<file path="config.mk">
export PLATFORM = sky130hd
export DESIGN_NAME = tx_rc_shaper
export DESIGN_NICKNAME = d
export VERILOG_FILES = /design/src/rtl/tx_rc_shaper.sv
export SDC_FILE = /design/constraint.sdc
export NUM_CORES = 1
export LEC_CHECK = 0
export ABC_AREA = 0
export CAP_MARGIN = 20
export CORE_ASPECT_RATIO = 1.25
export CORE_MARGIN = 8
export CORE_UTILIZATION = 54
export DETAILED_ROUTE_END_ITERATION = 16
export GPL_TIMING_DRIVEN = 0
export MAX_ROUTING_LAYER = met4
export PLACE_DENSITY = 0.85
export SYNTH_ARGS = -nofsm -noshare
export SYNTH_HDL_FRONTEND = slang
export SYNTH_SLANG_ARGS = --single-unit
</file>
<file path="constraint.sdc">
create_clock -name clock -period 6.4 [get_ports clock]
set_input_delay 1.28 -clock clock [delete_from_list [all_inputs] [get_ports clock]]
set_output_delay 1.28 -clock clock [all_outputs]
set_load 0.02 [all_outputs]
</file>
<file path="src/rtl/tx_rc_shaper.sv">
// Transmit pulse shaper: maps one BPSK bit per symbol to +/-1 and emits OS
// raised-cosine samples per symbol through a polyphase FIR with saturation.
module tx_rc_shaper #(
  parameter int OS     = 4,
  parameter int TAPS   = 6,
  parameter int S_COEF = 8,
  parameter int S_IN   = 2,
  parameter int S_OUT  = S_COEF + S_IN,
  parameter logic [OS*TAPS*S_COEF-1:0] COEF =
    (OS*TAPS*S_COEF)'(127) << ((TAPS/2)*OS*S_COEF)
) (
  input  logic                    clock,
  input  logic                    i_reset,
  input  logic                    i_enable,
  input  logic                    i_valid,
  input  logic                    i_bit,
  output logic                    o_bit_ready,
  output logic signed [S_OUT-1:0] o_rc_filter,
  output logic                    o_valid,
  output logic                    o_sym_strobe,
  output logic [$clog2(OS)-1:0]   o_phase
);

  localparam int PW    = $clog2(OS);
  localparam int P_W   = S_COEF + S_IN;
  localparam int ACC_W = S_COEF + S_IN + $clog2(TAPS);
  localparam logic signed [ACC_W-1:0] SAT_HI = ACC_W'((2**(S_OUT-1)) - 1);
  localparam logic signed [ACC_W-1:0] SAT_LO = ~SAT_HI;
  localparam logic [PW-1:0] PH_LAST = PW'(OS - 1);

  // Handshake: the input side has no ready/valid pair of its own; a bit is
  // taken exactly when o_bit_ready is high, and the output has no back-pressure.

  logic [PW-1:0]           phase;
  logic signed [S_IN-1:0]  sym      [TAPS];
  logic signed [S_IN-1:0]  sym_next [TAPS];
  logic signed [S_COEF-1:0] coef_tab [TAPS][OS];
  logic signed [S_IN-1:0]  sym_in;
  logic signed [P_W-1:0]   prod;
  logic signed [ACC_W-1:0] acc;
  logic signed [S_OUT-1:0] sat_val;
  logic                    adv;

  for (genvar k = 0; k < TAPS; k++) begin : g_tap
    for (genvar p = 0; p < OS; p++) begin : g_ph
      assign coef_tab[k][p] = COEF[(k*OS+p)*S_COEF +: S_COEF];
    end
  end

  assign adv         = i_enable & i_valid;
  assign o_bit_ready = adv & (phase == '0);
  assign o_phase     = phase;
  assign sym_in      = i_bit ? {S_IN{1'b1}} : S_IN'(1);

  // The shift register update and the sample it produces share one edge, so
  // the FIR works on the post-shift contents.
  always_comb begin
    for (int k = 0; k < TAPS; k++) sym_next[k] = sym[k];
    if (phase == '0) begin
      sym_next[0] = sym_in;
      for (int k = 1; k < TAPS; k++) sym_next[k] = sym[k-1];
    end
  end

  always_comb begin
    acc  = '0;
    prod = '0;
    for (int k = 0; k < TAPS; k++) begin
      prod = P_W'(sym_next[k]) * P_W'(coef_tab[k][phase]);
      acc  = acc + ACC_W'(prod);
    end
    if (acc > SAT_HI)      sat_val = S_OUT'(SAT_HI);
    else if (acc < SAT_LO) sat_val = S_OUT'(SAT_LO);
    else                   sat_val = S_OUT'(acc);
  end

  always_ff @(posedge clock or negedge i_reset) begin
    if (!i_reset) begin
      phase        <= '0;
      o_rc_filter  <= '0;
      o_valid      <= 1'b0;
      o_sym_strobe <= 1'b0;
      for (int k = 0; k < TAPS; k++) sym[k] <= '0;
    end else begin
      o_valid      <= adv;
      o_sym_strobe <= adv & (phase == '0);
      if (adv) begin
        phase       <= (phase == PH_LAST) ? '0 : phase + 1'b1;
        o_rc_filter <= sat_val;
        for (int k = 0; k < TAPS; k++) sym[k] <= sym_next[k];
      end
    end
  end

endmodule

</file>
## Yosys cells after proc, flatten, opt, wreduce, memory -nomap -nowiden

Index checks and enable logic that the tools add are counted.

- Reduce and logical (&&, ||, !) cells: 1
- $add $sub $neg: 6
- Equality and inequality tests: 1
- Multiply operators: 6
- Multiplexer cells: 11
- Bitwise operators: 3
- Order comparisons: 3

Operators by type and width:

| kind | number |
|---|---|
| $mul 2x8->10 | 6 |
| $bmux 8 s2 | 2 |
| $mux 8 | 4 |
| $add 13x10->13 | 2 |
| $mux 10 | 2 |
| $add 12x10->13 | 1 |
| $gt 13x10->1 const B | 1 |
| $lt 13x10->1 const B | 1 |
| $add 11x10->12 | 1 |
| $mux 12 | 1 |
| $add 10x10->11 | 1 |
| $mux 2 | 2 |
| $ge 3x3->1 const B | 1 |
| $not 2->3 | 1 |
| $add 2x1->2 const B | 1 |
| $and 1x1->1 | 2 |
| $eq 2x2->1 const B | 1 |
| $logic_not 2->1 | 1 |

- Word-level logic and storage cells: 41
- Output and inout port bits: 15
- Register bits: 26

## Longest topological paths before layout

Gate-level depths: netlist (run 1).

- Word-level depth: 13
- Mapped depth: 23
- Mapped depth without buffers: 22

## Least setup slack after synthesis (run 1)

Ideal clock, no wire load.

- Path kind: flip-flop to flip-flop
- Start: register phase[0], in the netlist o_phase[0]
- End: register o_rc_filter[4]
- Arrival time: 5.969 ns
- Setup slack: 0.280 ns
- Stages on the path, launching flop included: 24
- Path buffers: 1
- Path through: dfrtp_1 > inv_1 > ha_1 > clkbuf_1 > mux2i_1 > inv_1 > ha_1 > inv_1 > fa_1 > inv_1 > fa_1 > fa_1 > inv_1 > fa_1 > inv_1 > ha_1 > inv_1 > fa_1 > nor2b_4 > o2111ai_1 > a211oi_2 > nor3_4 > a311oi_4 > o311ai_1

RTL lines:

| what | line | text |
|---|---|---|
| start, declared | 34 | `logic [PW-1:0] phase;` |
| start signal, assigned | 88 | `phase <= (phase == PH_LAST) ? '0 : phase + 1'b1;` |
| end signal, assigned | 89 | `o_rc_filter <= sat_val;` |
| end, declared | 18 | `output logic signed [S_OUT-1:0] o_rc_filter,` |

==> impl_metrics.json, run 1 <==
{
  "dpl_cell_area_um2": 2810,
  "skew_ps": 1.38,
  "min_path_type": "reg -> reg",
  "grt_use_total": 0.153,
  "drive_gt1_frac": 0.117,
  "max_freq_mhz": 164,
  "fin_crit_sh": 0.952,
  "dieHeight_um": 92.8,
  "mostFrequentLayoutCells": "inv_1, ha_1, nand2_1",
  "cts_tree": "built",
  "worstMarginPinSlew_ps": 522,
  "cts-root-buf": "clkbuf_8",
  "wl_per_cell_um": 14.9,
  "setup.worst_path.end_class": "flip-flop",
  "nFillCells": 358,
  "ctsHoldBuffers": 0,
  "num_io_pins": 20,
  "n_antenna_cell": 0,
  "reg2reg_depth": 23,
  "grt_start_max_net_pins": 25,
  "status": "finished clean",
  "clk_pin_slew_worst_paths_ps": 90,
  "worst_r2r_endpoint": "o_rc_filter[8]",
  "crit_cells": 23,
  "antenna_found_initial": 0,
  "cts_inserted_buffers": 3,
  "core_area_um2": 4620,
  "synth-seq-area-share": 0.236,
  "grt_pass1_vias": 1988,
  "gp_congestion": 0.831,
  "grt_overflow": 0,
  "r2r_setup_slack_ps": 310,
  "worst_slack_ps": 309,
  "startpoint_type": "flip-flop",
  "timing.final.crit_period_ps": 6090,
  "stdcell_area_um2": 3050,
  "clk-insertion-delay-late_ps": 280,
  "syn_area_um2": 2550,
  "drc_errors": 0,
  "start_util": 0.551,
  "layout.nets": 345,
  "min_path_cells": 1,
  "final-setup-viol-count": 0,
  "ys_warn_count": 0,
  "r2r-start": "o_phase[0]",
  "relSlewSlack": 0.652,
  "min_from": "sym[10]",
  "critical_path_buf_inv_count": 5,
  "worst_path_most_repeated_cell": "ha_1",
  "hold_end": "sym[10]",
  "port-buffer-count": 19,
  "dieArea_um2": 7180,
  "dieWidth_um": 77.4,
  "synth-seq-cells": 24,
  "synth.distinct_cells": 38,
  "crit_chain": "inv_1, ha_4, mux2i_4, inv_1, ha_1, inv_1, fa_2, fa_2, xor2_1, ha_1, o21bai_1, xnor2_1, ha_1, a21o_1, ha_1, a21o_1, a2111oi_4, a211oi_2, buf_4, o21a_4, a311oi_4, buf_12, o311ai_1",
  "worstPathArrival_ps": 6230,
  "crit_required_ps": 6540,
  "cp_top_family": "adder cells",
  "crit_type": "reg -> reg",
  "via_count": 1874,
  "timing.critical_path.slowest_stage_cell": "fa_2",
  "dr.pass1.iters": 4,
  "syn_to_final_growth_pct": 19.8,
  "grt_pass1_wl_mm": 8.80,
  "crit_fanout": 9,
  "hpwl_mm": 4.02,
  "drv_slew": 0,
  "postSynthCellCount": 252,
  "num_rows": 28,
  "layout_commonest_cell": "inv_1",
  "cpPeakStageDelay_ps": 630,
  "cap_violations": 0,
  "first_iter_violations": 78,
  "syn_nets": 314,
  "postRouteAntennaNets": 0,
  "wirelength_mm": 5.10,
  "place_ws_ps": -648,
  "hold_viol": 0,
  "vias_per_cell": 5.48,
  "clockBufferDepth": 2,
  "clock-sinks": 24,
  "rsz0062_at_grt": "false",
  "postSynthAreaPerCell_um2": 10.1,
  "cts_htree_levels": 1
}
[area by class of cell]
type	count	area [um^2]	area share
buffer	5	18.8	0.00615
multi-input combinational	172	1810	0.594
tap	60	75.1	0.0246
sequential	24	601	0.197
clock inverter	1	30.0	0.00984
clock buffer	3	41.3	0.0135
timing repair buffer	27	285	0.0935
inverter	50	188	0.0615
[cell usage after synthesis, drive strengths merged]
master | n | area share
o311ai | 9 | 0.031
ha | 32 | 0.16
mux2 | 4 | 0.018
a2111oi | 1 | 0.011
or2 | 1 | 0.0025
a21boi | 1 | 0.0029
clkbuf | 5 | 0.0074
o211ai | 1 | 0.0029
xnor2 | 6 | 0.021
o21ai | 13 | 0.026
nor3 | 2 | 0.0084
o21a | 2 | 0.0088
nor2b | 1 | 0.0054
mux2i | 8 | 0.031
o21bai | 3 | 0.0088
inv | 50 | 0.074
a21o | 5 | 0.015
nand2b | 2 | 0.0049
buf | 1 | 0.0015
nand2 | 25 | 0.037
a21oi | 8 | 0.016
o2111ai | 1 | 0.0034
dfrtp | 24 | 0.24
xor2 | 10 | 0.034
or3 | 2 | 0.0049
and2 | 1 | 0.0025
o221ai | 1 | 0.0059
fa | 25 | 0.20
a311oi | 1 | 0.010
a211o | 1 | 0.0034
nor2 | 4 | 0.0059
a211oi | 2 | 0.0079
[worst max path at each step]
stage                          start             end  slack, ps
after floorplan           o_phase[0]  o_rc_filter[4]        280
final                     o_phase[0]  o_rc_filter[8]        310
after global placement         i_bit  o_rc_filter[5]       -580
after global routing      o_phase[1]  o_rc_filter[7]         40
after detailed placement       i_bit  o_rc_filter[8]       -650
after CTS                 o_phase[0]  o_rc_filter[4]         50
[kinds of logic (layout without fill, tap and decap cells)]
kind of cell / Yosys count / in the layout / share of synthesized area
AND/OR/NAND/NOR: 38 / 38 / 0.0713
flip-flops: 24 / 24 / 0.236
AO/OA/AOI/OAI: 49 / 49 / 0.152
buffers and inverters: 56 / 86 / 0.0826
adder cells (fa/ha/maj): 57 / 57 / 0.354
XOR/XNOR: 16 / 16 / 0.0550
multiplexers: 12 / 12 / 0.0491
[state kept, by name, indices dropped and copies added, names as in the netlist]
| signal | cells |
|---|---|
| o_phase | 2 |
| o_rc_filter | 10 |
| o_valid | 1 |
| sym | 10 |
| o_sym_strobe | 1 |
[per-stage QoR]
step	setup TNS (ps)	utilization	cells	hold WS (ps)
floorplan	0	-	252	427
global placement	-5290	0.608	331	443
detailed placement	-5970	0.608	331	458
CTS	0	0.642	338	479
global route	0	0.660	342	489
finish	0	0.660	342	471
[layer usage]
layer / vias to the layer above / track usage / wire, um
met3: 11 / 0.0107 / 143
li1: 893 / - / -
met2: 34 / 0.293 / 2870
met5: - / - / 0
met4: 0 / 0.0647 / 136
met1: 936 / 0.156 / 1950
[what timing repair did]
action	CTS	global route
resized for setup	8	8
pin swaps	2	0
gates cloned	0	0
buffers inserted	4	3
endpoints found under the setup margin	9	9
Power of run 1 is left out: the tool's default activity adds up to more than one toggle a clock period on the data nets, which glitch-free logic cannot reach.
==> inputs of run 2 (changes only) <==
Settings changed: CORE_ASPECT_RATIO 1.25 to not set.
==> run 2 against run 1 <==
Net effect: first-iteration DRC count is 14% higher; routed wire length fell by 4.5%; via count shrank 1.4%; cell count is 1.2% lower; setup slack gained 69 ps; critical path type unchanged.
==> impl_metrics.json, run 2 (same netlist as run 1, synthesis figures left out) <==
{
  "r2r_setup_slack_ps": 380,
  "met2_usage": 0.255,
  "final-setup-viol-count": 0,
  "max_freq_mhz": 166,
  "mostFrequentLayoutCells": "inv_1, ha_1, nand2_1",
  "worst_path_most_repeated_cell": "ha_1",
  "cts_inserted_buffers": 3,
  "clk_pin_slew_worst_paths_ps": 90,
  "grt_util_met1": 0.164,
  "wl_per_cell_um": 14.4,
  "tns_ps": 0,
  "wirelength_mm": 4.87,
  "seq_area_um2": 601,
  "worstMarginPinSlew_ps": 557,
  "timing.critical_path.slowest_stage_cell": "fa_1",
  "grt_pass1_vias": 1907,
  "fin_crit_sh": 0.941,
  "syn_to_final_growth_pct": 20.5,
  "dieWidth_um": 84.7,
  "drive_gt1_frac": 0.134,
  "grt_use_total": 0.144,
  "start_util": 0.550,
  "reg2reg_depth": 22,
  "fin_worst_hold_slack_ps": 474,
  "hold_viol": 0,
  "cap_violations": 0,
  "top_usage_layer": "met2",
  "timing.final.crit_period_ps": 6020,
  "gp_congestion": 0.853,
  "cts_tree": "built",
  "nFillCells": 364,
  "worstPathArrival_ps": 6160,
  "dieHeight_um": 84.7,
  "drc_errors": 0,
  "core_area_um2": 4630,
  "crit_type": "reg -> reg",
  "clk-insertion-delay-late_ps": 270,
  "crit_required_ps": 6530,
  "dieArea_um2": 7170,
  "crit_chain": "inv_1, ha_4, mux2_2, ha_1, inv_1, fa_1, fa_2, xor2_1, ha_1, o21bai_1, xnor2_1, ha_1, a21o_1, ha_2, a21o_1, a2111oi_4, a211oi_2, buf_4, o21a_4, a311oi_4, buf_4, o311ai_2",
  "clock-sinks": 24,
  "r2r-start": "o_phase[1]",
  "rsz0062_at_grt": "false",
  "cts-root-buf": "clkbuf_8",
  "cts_htree_levels": 1,
  "status": "finished clean",
  "num_io_pins": 20,
  "grt_overflow": 0,
  "drv_slew": 0,
  "via_count": 1848,
  "setup.worst_path.end_class": "flip-flop",
  "cpPeakStageDelay_ps": 620,
  "port-buffer-count": 19,
  "hpwl_mm": 3.85,
  "vias_per_cell": 5.47,
  "min_path_type": "reg -> reg",
  "clockBufferDepth": 2,
  "relSlewSlack": 0.626,
  "skew_ps": 6.76,
  "first_iter_violations": 89,
  "grt_start_max_net_pins": 25,
  "layout.nets": 347,
  "startpoint_type": "flip-flop",
  "crit_fanout": 9,
  "use_met3": 0.0234,
  "postRouteAntennaNets": 0,
  "crit_path_start": "o_phase[1]",
  "antenna_found_initial": 0,
  "n_antenna_cell": 0,
  "multi_input_area_um2": 1850,
  "grt_pass1_wl_mm": 8.36,
  "num_rows": 25,
  "dr.pass1.iters": 4,
  "layout_commonest_cell": "inv_1",
  "worst_r2r_endpoint": "o_rc_filter[5]",
  "cp-endpoint": "o_rc_filter[5]"
}
run 2: final cells by class:
class | instances | area share
multi-input cells | 172 | 0.603
plain buffers | 5 | 0.00612
repair buffers | 29 | 0.0938
inverters | 50 | 0.0612
flip-flops and latches | 24 | 0.196
well taps | 54 | 0.0220
clock buffers | 4 | 0.0179
run 2: how the worst min path moves through the flow:
stage / from / endpoint / slack, ps / depth (start not counted)
3_3_place_gp: sym[10] / sym[10] / 440 / 1
2_1_floorplan: sym[10] / sym[10] / 430 / 1
5_1_grt: sym[10] / sym[10] / 490 / 1
3_5_place_dp: sym[10] / sym[10] / 460 / 1
6_report: sym[10] / sym[10] / 470 / 1
4_1_cts: sym[10] / sym[10] / 480 / 1
run 2: critical path: cells and delay by family, from the launching register on:
family / cells / cell delay [ps]
XOR/XNOR: 2 / 330
buffers and inverters: 4 / 630
AO/OA/AOI/OAI: 8 / 1740
multiplexers: 1 / 410
adder cells (fa/ha/maj): 7 / 2370
flip-flops: 1 / 400
run 2: what timing repair did:
item / in CTS / in global routing
setup buffers: 4 / 5
hold endpoints to repair: 0 / 0
endpoints found under the setup margin: 9 / 10
hold buffers: 0 / 0
gates resized for setup: 7 / 13
pin swaps: 2 / 3
run 2: per-layer routing:
metal | share of wire | vias to the layer above
met5 | 0 | -
met4 | 0.0099 | 0
met3 | 0.039 | 4
met2 | 0.54 | 28
met1 | 0.41 | 920
li1 | - | 896
run 2: per-stage QoR:
| stage | utilization | instances | worst slack (ps) | area, um^2 |
|---|---|---|---|---|
| global route | 0.663 | 338 | 56.8 | 3070 |
| detailed placement | 0.606 | 325 | -592 | 2800 |
| CTS | 0.633 | 332 | 8.45 | 2930 |
| global placement | 0.606 | 325 | -498 | 2800 |
| floorplan | - | 252 | 280 | 2550 |
| finish | 0.663 | 338 | 377 | 3070 |
Power of run 2 is left out for the same reason.
==> inputs of run 3 (changes only) <==
--- a/constraint.sdc
+++ b/constraint.sdc
@@ -3,2 +3,2 @@
 set_output_delay 1.28 -clock clock [all_outputs]
-set_load 0.02 [all_outputs]
+set_load 0.01 [all_outputs]
==> results of run 3 <==
Final layout, timing and power as in run 2 (identical DEF).
Power of run 3 is left out for the same reason.
